File: src/rtl/sr_pkg.sv
// Shared FSM type and frame-length helpers for the PISO transmitter.
// Defining SR_PISO_PARITY_EN appends one even-parity bit to every frame.
package sr_pkg;

    typedef enum logic {
        IDLE  = 1'b0,
        SHIFT = 1'b1
    } state_t;

    // Bits on the wire per word: data bits plus the optional parity bit.
    function automatic int frame_len(input int width);
`ifdef SR_PISO_PARITY_EN
        return width + 1;
`else
        return width;
`endif
    endfunction

    function automatic int cnt_width(input int width);
        return $clog2(frame_len(width));
    endfunction

    localparam int DEFAULT_WIDTH = 4;
    localparam int DEFAULT_CNT_W = cnt_width(DEFAULT_WIDTH);

endpackage

File: src/rtl/sr_piso_ctrl.sv
// Frame sequencer: IDLE/SHIFT FSM, remaining-bit counter and load handshake.
// Frame length follows SR_PISO_PARITY_EN through sr_pkg::frame_len.
module sr_piso_ctrl
    import sr_pkg::*;
#(
    parameter int WIDTH = 4
) (
    input  logic clk,
    input  logic rst,
    input  logic load_valid,
    output logic load_ready,
    output logic load_fire,
    output logic sout_valid,
    output logic done
);

    localparam int FRAME = frame_len(WIDTH);
    localparam int CNT_W = cnt_width(WIDTH);
    localparam logic [CNT_W-1:0] CNT_LAST = CNT_W'(FRAME - 1);

    state_t           state, state_next;
    logic [CNT_W-1:0] cnt, cnt_next;
    logic             last_bit;

    // NOTE: registers use non-blocking assignments so every flop samples pre-edge values.
    always_ff @(posedge clk) begin
        if (rst) begin
            state <= IDLE;
            cnt   <= '0;
        end else begin
            state <= state_next;
            cnt   <= cnt_next;
        end
    end

    assign last_bit = (state == SHIFT) && (cnt == '0);

    // NOTE: every output of this block gets a default first, so no path infers a latch.
    always_comb begin
        state_next = state;
        cnt_next   = cnt;
        load_ready = 1'b0;
        load_fire  = 1'b0;
        unique case (state)
            IDLE: begin
                load_ready = 1'b1;
                if (load_valid) begin
                    load_fire  = 1'b1;
                    state_next = SHIFT;
                    cnt_next   = CNT_LAST;
                end
            end
            SHIFT: begin
                if (cnt == '0) begin
                    // The last bit is going out: a new word may follow with no gap.
                    load_ready = 1'b1;
                    if (load_valid) begin
                        load_fire = 1'b1;
                        cnt_next  = CNT_LAST;
                    end else begin
                        state_next = IDLE;
                    end
                end else begin
                    cnt_next = cnt - CNT_W'(1);
                end
            end
            default: state_next = IDLE;
        endcase
    end

    assign sout_valid = (state == SHIFT);
    assign done       = last_bit;

endmodule

File: src/rtl/sr_piso_tx.sv
// Parallel-in serial-out transmitter, MSB first, zero-gap streaming.
// Build option SR_PISO_PARITY_EN adds a trailing even-parity bit.
module sr_piso_tx
    import sr_pkg::*;
#(
    parameter int WIDTH = 4
) (
    input  logic             clk,
    input  logic             rst,
    input  logic [WIDTH-1:0] pin,
    input  logic             load_valid,
    output logic             load_ready,
    output logic             sout,
    output logic             sout_valid,
    output logic             done
);

    logic [WIDTH-1:0] shreg;
    logic             load_fire;

    sr_piso_ctrl #(
        .WIDTH(WIDTH)
    ) u_ctrl (
        .clk       (clk),
        .rst       (rst),
        .load_valid(load_valid),
        .load_ready(load_ready),
        .load_fire (load_fire),
        .sout_valid(sout_valid),
        .done      (done)
    );

    // Zero fill means the register is empty again by the end of every frame.
    always_ff @(posedge clk) begin
        if (rst) begin
            shreg <= '0;
        end else if (load_fire) begin
            shreg <= pin;
        end else if (sout_valid) begin
            shreg <= {shreg[WIDTH-2:0], 1'b0};
        end
    end

`ifdef SR_PISO_PARITY_EN
    logic parity;

    always_ff @(posedge clk) begin
        if (rst) begin
            parity <= 1'b0;
        end else if (load_fire) begin
            parity <= ^pin;
        end
    end

    // The parity bit occupies the final frame slot, the one flagged by done.
    assign sout = sout_valid & (done ? parity : shreg[WIDTH-1]);
`else
    assign sout = sout_valid & shreg[WIDTH-1];
`endif

endmodule

File: config.mk
export PLATFORM = sky130hd
export DESIGN_NAME = sr_piso_tx
export DESIGN_NICKNAME = d
export VERILOG_FILES = /design/src/rtl/sr_pkg.sv /design/src/rtl/sr_piso_ctrl.sv /design/src/rtl/sr_piso_tx.sv
export SDC_FILE = /design/constraint.sdc
export NUM_CORES = 1
export LEC_CHECK = 0
export CORE_AREA = 2 2 39 41
export DETAILED_ROUTE_END_ITERATION = 16
export DIE_AREA = 0 0 41 43
export GPL_ROUTABILITY_DRIVEN = 0
export PLACE_DENSITY = 0.47
export SYNTH_ARGS = -nofsm -noshare
export SYNTH_HDL_FRONTEND = slang
export SYNTH_HIERARCHICAL = 1
export SYNTH_SLANG_ARGS = --single-unit
File: constraint.sdc
create_clock -name clk -period 3.89 [get_ports clk]
set_clock_uncertainty 0.1 [all_clocks]
set_input_delay 0.9725 -clock clk [delete_from_list [all_inputs] [get_ports clk]]
set_output_delay 0.9725 -clock clk [all_outputs]
set_load 0.05 [all_outputs]
After elaboration in Yosys (flattened, before gate mapping)
Cells that the tools add are included.
{"block": "word_totals", "register_bits": 7, "latchBits": 0, "mem_bits_rw": 0, "romBits": 0, "out_inout_bits": 4, "elab_cells": 21, "n_memories": 0}
{"block": "classes", "n_addsub": 1, "mul": 0, "div": 0, "magnitude_cmp": 0, "n_eq_ne": 0, "n_shift": 0, "n_mux": 12, "bitwise_logic": 2, "n_reduce_logical": 3}
{"operator": "4-bit two-way mux", "count": 2}
{"operator": "1-bit one-hot mux with 2 select lines", "count": 3}
{"operator": "1-bit two-way mux", "count": 4}
{"operator": "2-bit two-way mux", "count": 2}
{"operator": "2-bit one-hot mux with 2 select lines", "count": 1}
{"operator": "2-bit logical NOT", "count": 1}
{"operator": "2-bit nonzero test", "count": 1}
{"operator": "2-bit by 1-bit subtractor with 2-bit output, second input constant", "count": 1}
{"operator": "1-bit bitwise AND", "count": 1}
{"operator": "1-bit logical AND", "count": 1}
{"operator": "1-bit NOT", "count": 1}

Logic depth before layout (Yosys ltp)
{"block": "depth", "word_depth": 4, "mapped_depth": 4, "ltp_nobuf": 4}

Cells and area by module
The synthesis kept the hierarchy.
{"mod": "sr_piso_tx", "instances": 1, "cells_each": 18, "area_each_um2": 180.2, "seq_area_each_um2": 80.1}
{"mod": "sr_piso_ctrl", "instances": 1, "cells_each": 13, "area_each_um2": 131.4, "seq_area_each_um2": 60.1}

Worst setup path before layout
No wires, ideal clock.
{"block": "synth_timing", "path_type": "flip-flop to output port", "from": "register u_ctrl.state (netlist: u_ctrl/sout_valid)", "to": "output done", "t_arrival_ps": 2058, "t_required_ps": 2818, "slack_ps": 760, "stages_incl_launch_ff": 2, "n_path_buf": 0, "cell_sequence": "dfxtp_1 -> nor3b_1"}
{"block": "synth_between", "elab_chain_len": 1}
{"item": "from (decl)", "line_no": "sr_piso_ctrl.sv:21", "rtl": "state_t state, state_next;"}
{"item": "from (signal assigned)", "line_no": "sr_piso_ctrl.sv:31", "rtl": "state <= state_next;"}
{"item": "1-bit logical AND", "line_no": "sr_piso_ctrl.sv:36", "rtl": "assign last_bit = (state == SHIFT) && (cnt == '0);"}
{"item": "to (decl)", "line_no": "sr_piso_tx.sv:15", "rtl": "output logic done"}
Every way passes these cells.

Worst setup path after layout
Same ends and word-level chain as after synthesis.

==> metrics <==
run status complete, no violations; Post-Synthesis Cells 31; Chip Width 41 microns; total track usage 9.27%; Cell Pwr Density 405 nW/um^2; Tightest Pin Transition between 0.4 and 0.5 ns; final setup margin between 0.9 and 1 ns; Critical Path Fanout Max 11; Clock Latency Late Sink 0.24 ns; crit path from u_ctrl/sout_valid; Post-Place Worst Slack 1.18 ns; Syn. warnings 6; Crit Path Class flop to output port; H-tree Lvls 1; Top Ports 11; Util after Layout 33.1%; CTS root buf clkbuf_4; wire per inst 9.33 microns; Synth Register Bits 7; vias in the first global route 275; Hold Vio Cnt, Final 0; min Tclk post-route 2.97 ns; hold path start shreg[3]; fmax 0.337 GHz; diode count 0; commonest non-fill, non-tap cell in the layout clkdlybuf4s50_1; CP required 2.82 ns; Vias/cell approximately 4.3; CTS Buf Count 3; post-route ant nets 0; Synth area leaders dfxtp_1 45%, a211oi_1 12%, mux2i_1 9.6%; max-slew violations 0; drt total wl 569 microns; Yosys cell types 15; Rows 14; largest net degree at the start of global routing 12; share of the synthesized area in the top cell type roughly 45%; slowest CP cell clkdlybuf4s50_1; Pwr Total 0.185 mW; max_slew headroom 67.2%; Final period util ~76%; Hold WS approximately 0.45 ns; HPWL Detailed 451 microns; most frequent cells in the layout 10 x clkdlybuf4s50_1, 7 x dfxtp_1, 5 x a211oi_1; layout cell share with drive strength beyond 1 13.3%; CTS sink cnt 7; Iteration-0 DRC Markers 3; placed instance count 57; Synth Area per Inst 10.0 sq um; area leader, netlist dfxtp_1; Core Box Area between 1000 and 1500 sq um; area of the mapped netlist 312 sq um; max_cap viols 0; post-cts gate resize count 0; number of detailed-route iterations in the first pass 3; final setup TNS 0 ns; startpoint class of the critical path flop; P&R area growth vs syn 47.0%; Final #Nets 53; Top delay family on crit path buffers and inverters; height of the die 43 microns; I/O Buffers 10; CTS Buffer Depth 2; final instance area 458 sq um; Non-Filler Instances 61; DRC 0; Hold-fix buffers, CTS 0; maximum VDD drop about 0.00012 V; RSZ-0062 raised after global routing no; first-pass GRT wire length about 1.1 mm; grt total ovfl 0; initial antenna violation count 0; CP endpoint kind output port; Vias around 260; crit path cell chain nor3b_1 -> clkdlybuf4s50_1; Min-Delay Path Class flop to flop; Die ar. 1760 sq um; CP max stage delay roughly 0.83 ns; Starting Density a little under a quarter; # setup viols final 0; leakage 0.170 nW; CTS tree built; Arr. time, crit path roughly 1.9 ns; Area after DPL 432 sq um; Worst-path clk slew 0.05 ns; register area share after synthesis 45.0%; post-CTS setup buffer count 0; CP Buf/Inv Count 1; Synthesized Nets 38; reg-to-reg startpoint u_ctrl/sout_valid
==> final cells by class <==
cell class	instances	area (sq um)
Sequential cell	7	140
Clock buffer	4	26.3
Multi-Input combinational cell	22	164
Inverter	2	7.51
Tap cell	16	20.0
Timing Repair Buffer	10	100
Fill cell	150	926
==> synth_stat cells <==
library cell  n
dfxtp_1       7
a211oi_1      5
mux2i_1       3
nor2b_1       3
a21oi_1       2
inv_1         2
a211oi_2      1
and2_1        1
and2_2        1
nand2_1       1
nor2_1        1
nor3b_1       1
o21ai_2       1
or3b_1        1
xor2_1        1
==> cell families (layout without fill, tap and decap cells) <==
family                    after synthesis  count (layout)  synth area share, %
AOI/OAI and AO/OA                       9               9                 22.1
xor gates and xnor gates                1               1                 2.81
buffers and inverters                   2              16                 2.41
DFF                                     7               7                 45.0
muxes                                   3               3                 9.64
and+or+nand+nor                         9               9                 18.1
==> path summary, 6_finish.rpt <==
| path | slack (ns) | endpoint | depth (start not counted) |
|---|---|---|---|
| max | 0.92 | done | 2 |
| min | 0.45 | shreg[3] | 2 |
| max reg2reg | 2.26 | shreg[0] | 4 |
| min reg2reg | 0.45 | shreg[3] | 2 |
==> state kept, by name (all words and copies together), names as in the netlist <==
| register | cells |
|---|---|
| u_ctrl/cnt | 2 |
| shreg | 4 |
| u_ctrl/sout_valid | 1 |
==> tightest hold or removal path, delay by kind of cell (launching register included) <==
family,cells,cell delay (ns)
AOI/OAI and AO/OA,1,0.08
muxes,1,0.12
DFF,1,0.30
==> routing by layer <==
layer  track usage (%)  part of all wire, %  vias up
met1              12.1                   50      111
met5                 0                    0        -
met3              4.71                  7.6        0
li1                  -                    -      142
met2              10.6                   43        9
met4              8.00                    0        0
==> power breakdown <==
| group | total [mW] | internal (mW) | switching [mW] | leakage [nW] |
|---|---|---|---|---|
| clock network | 0.0630 | 0.0390 | 0.0240 | 0.0150 |
| registers | 0.0849 | 0.0780 | 0.00694 | 0.0582 |
| logic | 0.0373 | 0.0182 | 0.0191 | 0.0968 |
| total | 0.185 | 0.135 | 0.0501 | 0.170 |
Power figures use the tool's default switching activity.
